==> config.mk <==
export PLATFORM = sky130hd
export DESIGN_NAME = sub_arbiter
export DESIGN_NICKNAME = d
export VERILOG_FILES = /design/src/rtl/sub_pkg.sv /design/src/rtl/rr_arbiter.sv /design/src/rtl/sub_arbiter.sv
export SDC_FILE = /design/constraint.sdc
export NUM_CORES = 1
export LEC_CHECK = 0
export ABC_CLOCK_PERIOD_IN_PS = 3830
export BUFFER_PORTS_ARGS = -buffer_cell sky130_fd_sc_hd__buf_4
export CORE_MARGIN = 5
export CORE_UTILIZATION = 45
export DETAILED_ROUTE_END_ITERATION = 16
export PLACE_DENSITY = 0.84
export SKIP_CTS_REPAIR_TIMING = 1
export SYNTH_ARGS = -nofsm -noshare
export SYNTH_HDL_FRONTEND = slang
export SYNTH_SLANG_ARGS = --single-unit
==> constraint.sdc <==
create_clock -name CLK -period 3.83 [get_ports CLK]
set_input_delay 0.383 -clock CLK [delete_from_list [all_inputs] [get_ports CLK]]
set_output_delay 0.383 -clock CLK [all_outputs]
set_load 0.05 [all_outputs]
==> src/rtl/sub_pkg.sv <==
// Shared defaults and FSM state encoding for the subtractor arbiter slice.
package sub_pkg;

   localparam int WIDTH_DEF   = 15;
   localparam int TIMEOUT_DEF = 15;

   typedef enum logic [1:0] {
      IDLE  = 2'd0,
      ISSUE = 2'd1,
      WAIT  = 2'd2,
      RESP  = 2'd3
   } sub_state_t;

endpackage

==> src/rtl/rr_arbiter.sv <==
// Round-robin grant: the first requester at or after last_grant+1 (mod N_REQ) wins.
module rr_arbiter
   import sub_pkg::*;
#(
   parameter int N_REQ = 4,
   parameter int IW    = $clog2(N_REQ)
) (
   input  logic [N_REQ-1:0] req,
   input  logic [IW-1:0]    last_grant,
   output logic [N_REQ-1:0] gnt
);

   logic [IW-1:0] idx;

   // Walk from the farthest slot to the nearest; the nearest requester is written last and wins.
   always_comb begin
      gnt = '0;
      idx = '0;
      for (int k = N_REQ; k >= 1; k--) begin
         idx = IW'((int'(last_grant) + k) % N_REQ);
         if (req[idx]) begin
            gnt      = '0;
            gnt[idx] = 1'b1;
         end
      end
   end

endmodule

==> src/rtl/sub_arbiter.sv <==
// Shares one external subtractor among N_REQ requesters, one operation in flight at a time.
//   state | meaning
//   IDLE  | waiting for any REQ_VALID; grant, latch operands
//   ISSUE | SUB_DE pulse with latched operands, clear timeout counter
//   WAIT  | waiting for SUB_OE, bounded by TIMEOUT cycles
//   RESP  | RSP_VALID to owner until its RSP_READY
module sub_arbiter
   import sub_pkg::*;
#(
   parameter int N_REQ   = 4,
   parameter int WIDTH   = WIDTH_DEF,
   parameter int TIMEOUT = TIMEOUT_DEF
) (
   input  logic                   CLK,
   input  logic                   RST,
   input  logic [N_REQ-1:0]       REQ_VALID,
   output logic [N_REQ-1:0]       REQ_READY,
   input  logic [N_REQ*WIDTH-1:0] REQ_X,
   input  logic [N_REQ*WIDTH-1:0] REQ_Y,
   input  logic [N_REQ-1:0]       REQ_BIN,
   output logic [N_REQ-1:0]       RSP_VALID,
   input  logic [N_REQ-1:0]       RSP_READY,
   output logic [WIDTH-1:0]       RSP_DIFF,
   output logic                   RSP_BOUT,
   output logic                   RSP_ERR,
   output logic                   SUB_DE,
   output logic [WIDTH-1:0]       SUB_X,
   output logic [WIDTH-1:0]       SUB_Y,
   output logic                   SUB_BIN,
   input  logic                   SUB_OE,
   input  logic [WIDTH-1:0]       SUB_DIFF,
   input  logic                   SUB_BOUT
);

   localparam int            IW       = $clog2(N_REQ);
   localparam int            CW       = $clog2(TIMEOUT + 1);
   localparam logic [IW-1:0] LAST_RST = IW'(N_REQ - 1);
   localparam logic [CW-1:0] CNT_TC   = CW'(TIMEOUT - 1);

   sub_state_t       state, state_nx;
   logic [IW-1:0]    last_grant, gnt_idx;
   logic [N_REQ-1:0] gnt, owner;
   logic [CW-1:0]    wait_cnt;
   logic             wait_tc, any_req;
   logic [WIDTH-1:0] sel_x, sel_y;
   logic             sel_bin;

   rr_arbiter #(.N_REQ(N_REQ), .IW(IW)) u_rr (
      .req        (REQ_VALID),
      .last_grant (last_grant),
      .gnt        (gnt)
   );

   assign any_req = |REQ_VALID;
   assign wait_tc = (wait_cnt == CNT_TC);

   always_comb begin
      sel_x   = '0;
      sel_y   = '0;
      sel_bin = 1'b0;
      gnt_idx = '0;
      for (int i = 0; i < N_REQ; i++) begin
         if (gnt[i]) begin
            sel_x   = REQ_X[i*WIDTH +: WIDTH];
            sel_y   = REQ_Y[i*WIDTH +: WIDTH];
            sel_bin = REQ_BIN[i];
            gnt_idx = IW'(i);
         end
      end
   end

   always_comb begin
      state_nx  = state;
      REQ_READY = '0;
      RSP_VALID = '0;
      SUB_DE    = 1'b0;
      case (state)
         IDLE: begin
            REQ_READY = RST ? '0 : gnt;
            if (any_req) state_nx = ISSUE;
         end
         ISSUE: begin
            SUB_DE   = 1'b1;
            state_nx = WAIT;
         end
         WAIT: begin
            // OE on the terminal-count cycle is still a success.
            if (SUB_OE || wait_tc) state_nx = RESP;
         end
         RESP: begin
            RSP_VALID = owner;
            if (|(RSP_READY & owner)) state_nx = IDLE;
         end
         default: state_nx = IDLE;
      endcase
   end

   always_ff @(posedge CLK) begin
      if (RST) begin
         state      <= IDLE;
         last_grant <= LAST_RST;
         owner      <= '0;
         wait_cnt   <= '0;
         SUB_X      <= '0;
         SUB_Y      <= '0;
         SUB_BIN    <= 1'b0;
         RSP_DIFF   <= '0;
         RSP_BOUT   <= 1'b0;
         RSP_ERR    <= 1'b0;
      end else begin
         state <= state_nx;
         case (state)
            IDLE: begin
               if (any_req) begin
                  owner      <= gnt;
                  last_grant <= gnt_idx;
                  SUB_X      <= sel_x;
                  SUB_Y      <= sel_y;
                  SUB_BIN    <= sel_bin;
               end
            end
            ISSUE: wait_cnt <= '0;
            WAIT: begin
               if (SUB_OE) begin
                  RSP_DIFF <= SUB_DIFF;
                  RSP_BOUT <= SUB_BOUT;
                  RSP_ERR  <= 1'b0;
               end else if (wait_tc) begin
                  RSP_DIFF <= '0;
                  RSP_BOUT <= 1'b0;
                  RSP_ERR  <= 1'b1;
               end else begin
                  wait_cnt <= wait_cnt + 1'b1;
               end
            end
            default: ;
         endcase
      end
   end

endmodule

==> impl_metrics.toml <==
[layout]
layout-drive-gt1-share = 0.3841
final_common_cell = "buf_4"
finish.instance_area_mm2 = 0.005460
final_core_util = 0.6747
finalNetCount = 790
diodes = 0
layout_common_cells = "buf_4 (217), nand2_1 (73), dfxtp_1 (60), nor2_1 (35), a221o_1 (32)"
area_growth_pct = 48.74

[synthesis]
postSynthAreaPerCell_um2 = 8.420
syn_area_mm2 = 0.003671
ys_seq_area_frac = 0.3272
yosysWarnings = 0
synth_cell_types = 43
syn_inst = 436
synthesis.nets = 601
ys_ff_latch = 60

[power]
powerDensity_mw_per_mm2 = 762.6
p_leak_nw = 2.464
intPower_mw = 2.211
comb_power_share = 0.638
p_seq_frac = 0.210
netSwitchingPower_mw = 1.953
worst_ir_drop_vdd_mv = 0.4822
switching_share = 0.4689
clkPwrFrac = 0.152

[critical_path]
startpoint = "last_grant[0]"
reg2reg_from = "last_grant[0]"
crit_cells = 7
cp_num_buf_inv = 2
endpoint = "REQ_READY[3]"
critPathCaptureType = "output pin"
rrSetupSlack_ns = 0.35
r2r_cells = 9
cpMaxStageDelayCell = "dfxtp_1"
cp.arrival_ns = 3.24
required_ns = 3.45
critical-path-top-delay-family = "flip-flops"
worstPathCellList = "inv_1 -> ha_1 -> mux4_2 -> a211oi_1 -> a21o_1 -> nor2_1 -> buf_4"
worstPathMaxFanout = 12
cp-start-kind = "flop"
path_class = "flop to output pin"
critPathMaxStageDelay_ns = 0.66
r2r_end = "SUB_BIN"

[placed_design]
place_ws_ns = 0.4173
post-dp-hpwl_mm = 9.962
routabilityCongestion = 0.8786
placed_area_mm2 = 0.005243
io_buffers = 207

[timing]
fin_ws_ns = 0.2108
hold_viol_final = 0
rsz0062_at_grt = "false"
finalMaxSlewViolations = 0
fin_crit_sh = 0.9450
relSlewSlack = 0.3559
fin_tns_setup_ns = 0
setup_viol = 0
min_period_ns = 3.619
fin_skew_ns = 0.01125
tightest_slew_ns = 0.9626
max_freq_ghz = 0.2763

[hold_path]
min_from = "SUB_DIFF[12]"
hold_path_class = "input pin to flop"

[cts]
h-tree-depth = 3
cts_tree = "yes"
clkTransAtPathRegs_ns = 0.07
clk_latency_ns = 0.33
cts_buffers = 9
clk_path_buf_depth = 2
cts_root_buf = "clkbuf_8"
clkSinkCount = 60

[global_route]
antenna_found_initial = 0
grt_pass1_vias = 4230
grt_use_total = 0.2509
grt-ovfl-total = 0
grt_max_degree = 47
grt_pass1_wl_mm = 20.32

[route]
drt-wirelength-per-cell_um = 17.80
drtIter0Drc = 277
finalWirelength_mm = 13.08
drt-pass1-iter-count = 5
drc = 0
vias = 4143
vias_per_cell = 5.637
drtAntennaViolNets = 0

[status]
status = "completed"

[run]
cap_violations = 0

[floorplan]
fp.dieW_um = 100.3
die_area_mm2 = 0.01006
num_rows = 33
core_area_mm2 = 0.008093
die_h_um = 100.3
start_util = 0.4536
ios = 208
-- routing by layer --
| metal | track usage | part of all wire |
|---|---|---|
| met3 | 0.05142 | 0.094 |
| met2 | 0.4465 | 0.51 |
| met1 | 0.2883 | 0.36 |
| met5 | 0 | 0 |
| met4 | 0.1109 | 0.034 |
-- cell families (layout without fill, tap and decap cells) --
logic type	count (synthesis)	count (layout)	share of synthesized area
flops	60	60	0.3272
xor+xnor	2	2	0.004773
simple gates	165	165	0.2100
buf+inv	51	245	0.07226
mux	9	9	0.03886
fa+ha+maj	14	14	0.04772
compound gates	135	135	0.2992
-- per-stage QoR --
stage	total power, mW	instances	hold slack (ns)
finish	4.164	735	0.3001
global route	4.427	735	0.3055
CTS	4.162	735	0.2840
detailed placement	3.516	719	0.4946
global placement	3.448	719	0.4829
floorplan	2.860	436	0.4672
-- how the worst min path moves through the flow --
stage / end / slack [ns] / cells past startpoint
after floorplan: owner[0] / 0.47 / 2
after global placement: RSP_DIFF[12] / 0.48 / 2
after detailed placement: RSP_DIFF[12] / 0.49 / 2
after CTS: RSP_DIFF[12] / 0.28 / 3
after global routing: RSP_DIFF[12] / 0.31 / 3
final: RSP_DIFF[12] / 0.30 / 3
-- power groups by stage --
stage / Combinational (mW) / Sequential, mW / Clock, mW
finish: 2.66 / 0.875 / 0.633
global route: 2.86 / 0.893 / 0.673
CTS: 2.64 / 0.875 / 0.645
detailed placement: 2.63 / 0.888 / 0
global placement: 2.57 / 0.880 / 0
floorplan: 1.64 / 1.22 / 0
-- state kept, by name (all words and copies together), names as in the netlist --
name and flops:
RSP_BOUT 1, RSP_DIFF 15, RSP_ERR 1, SUB_BIN 1
SUB_X 15, SUB_Y 15, last_grant 2, owner 4
state 2, wait_cnt 4
-- cell usage after synthesis (all sizes together) --
cell,count,share of area
nand2,73,0.075
clkbuf,26,0.027
a21o,2,0.0041
clkinv,1,0.0010
nor2,35,0.036
nand4,1,0.0017
a221o,32,0.087
a221oi,2,0.0065
nand2b,24,0.041
a211oi,3,0.0061
a22oi,17,0.035
or2b,9,0.018
nand3b,2,0.0041
nand3,2,0.0027
nor4,1,0.0017
a32o,31,0.085
o221ai,1,0.0041
a22o,2,0.0048
nor2b,5,0.0085
buf,14,0.034
mux2i,3,0.0082
xor2,2,0.0048
a222oi,1,0.0027
nor3b,2,0.0041
and3,1,0.0017
o21a,1,0.0020
inv,10,0.010
ha,14,0.048
a31oi,2,0.0034
a32oi,1,0.0024
mux2,2,0.0061
a211o,1,0.0024
nor3,4,0.0055
and2,6,0.010
o22a,1,0.0024
dfxtp,60,0.33
a21oi,7,0.0095
mux4,4,0.025
o21ai,31,0.042
-- layout make-up --
type,instances,area [um^2]
Tap cell,105,131.4
Timing Repair Buffer,218,1649
Clock inverter,4,72.57
Sequential cell,60,1201
Clock buffer,12,145.1
Multi-Input combinational cell,325,2220
Inverter,11,41.29
Fill cell,666,2633
-- worst register-to-register path: cells and delay by family (launching register included) --
| kind | cells | cell delay, ns |
|---|---|---|
| adder cells (fa/ha/maj) | 1 | 0.44 |
| AND/OR/NAND/NOR | 1 | 0.21 |
| flip-flops | 1 | 0.66 |
| multiplexers | 1 | 0.66 |
| AO/OA/AOI/OAI | 4 | 0.92 |
| buffers and inverters | 2 | 0.52 |
No activity file was read; power rests on OpenSTA's default activity.
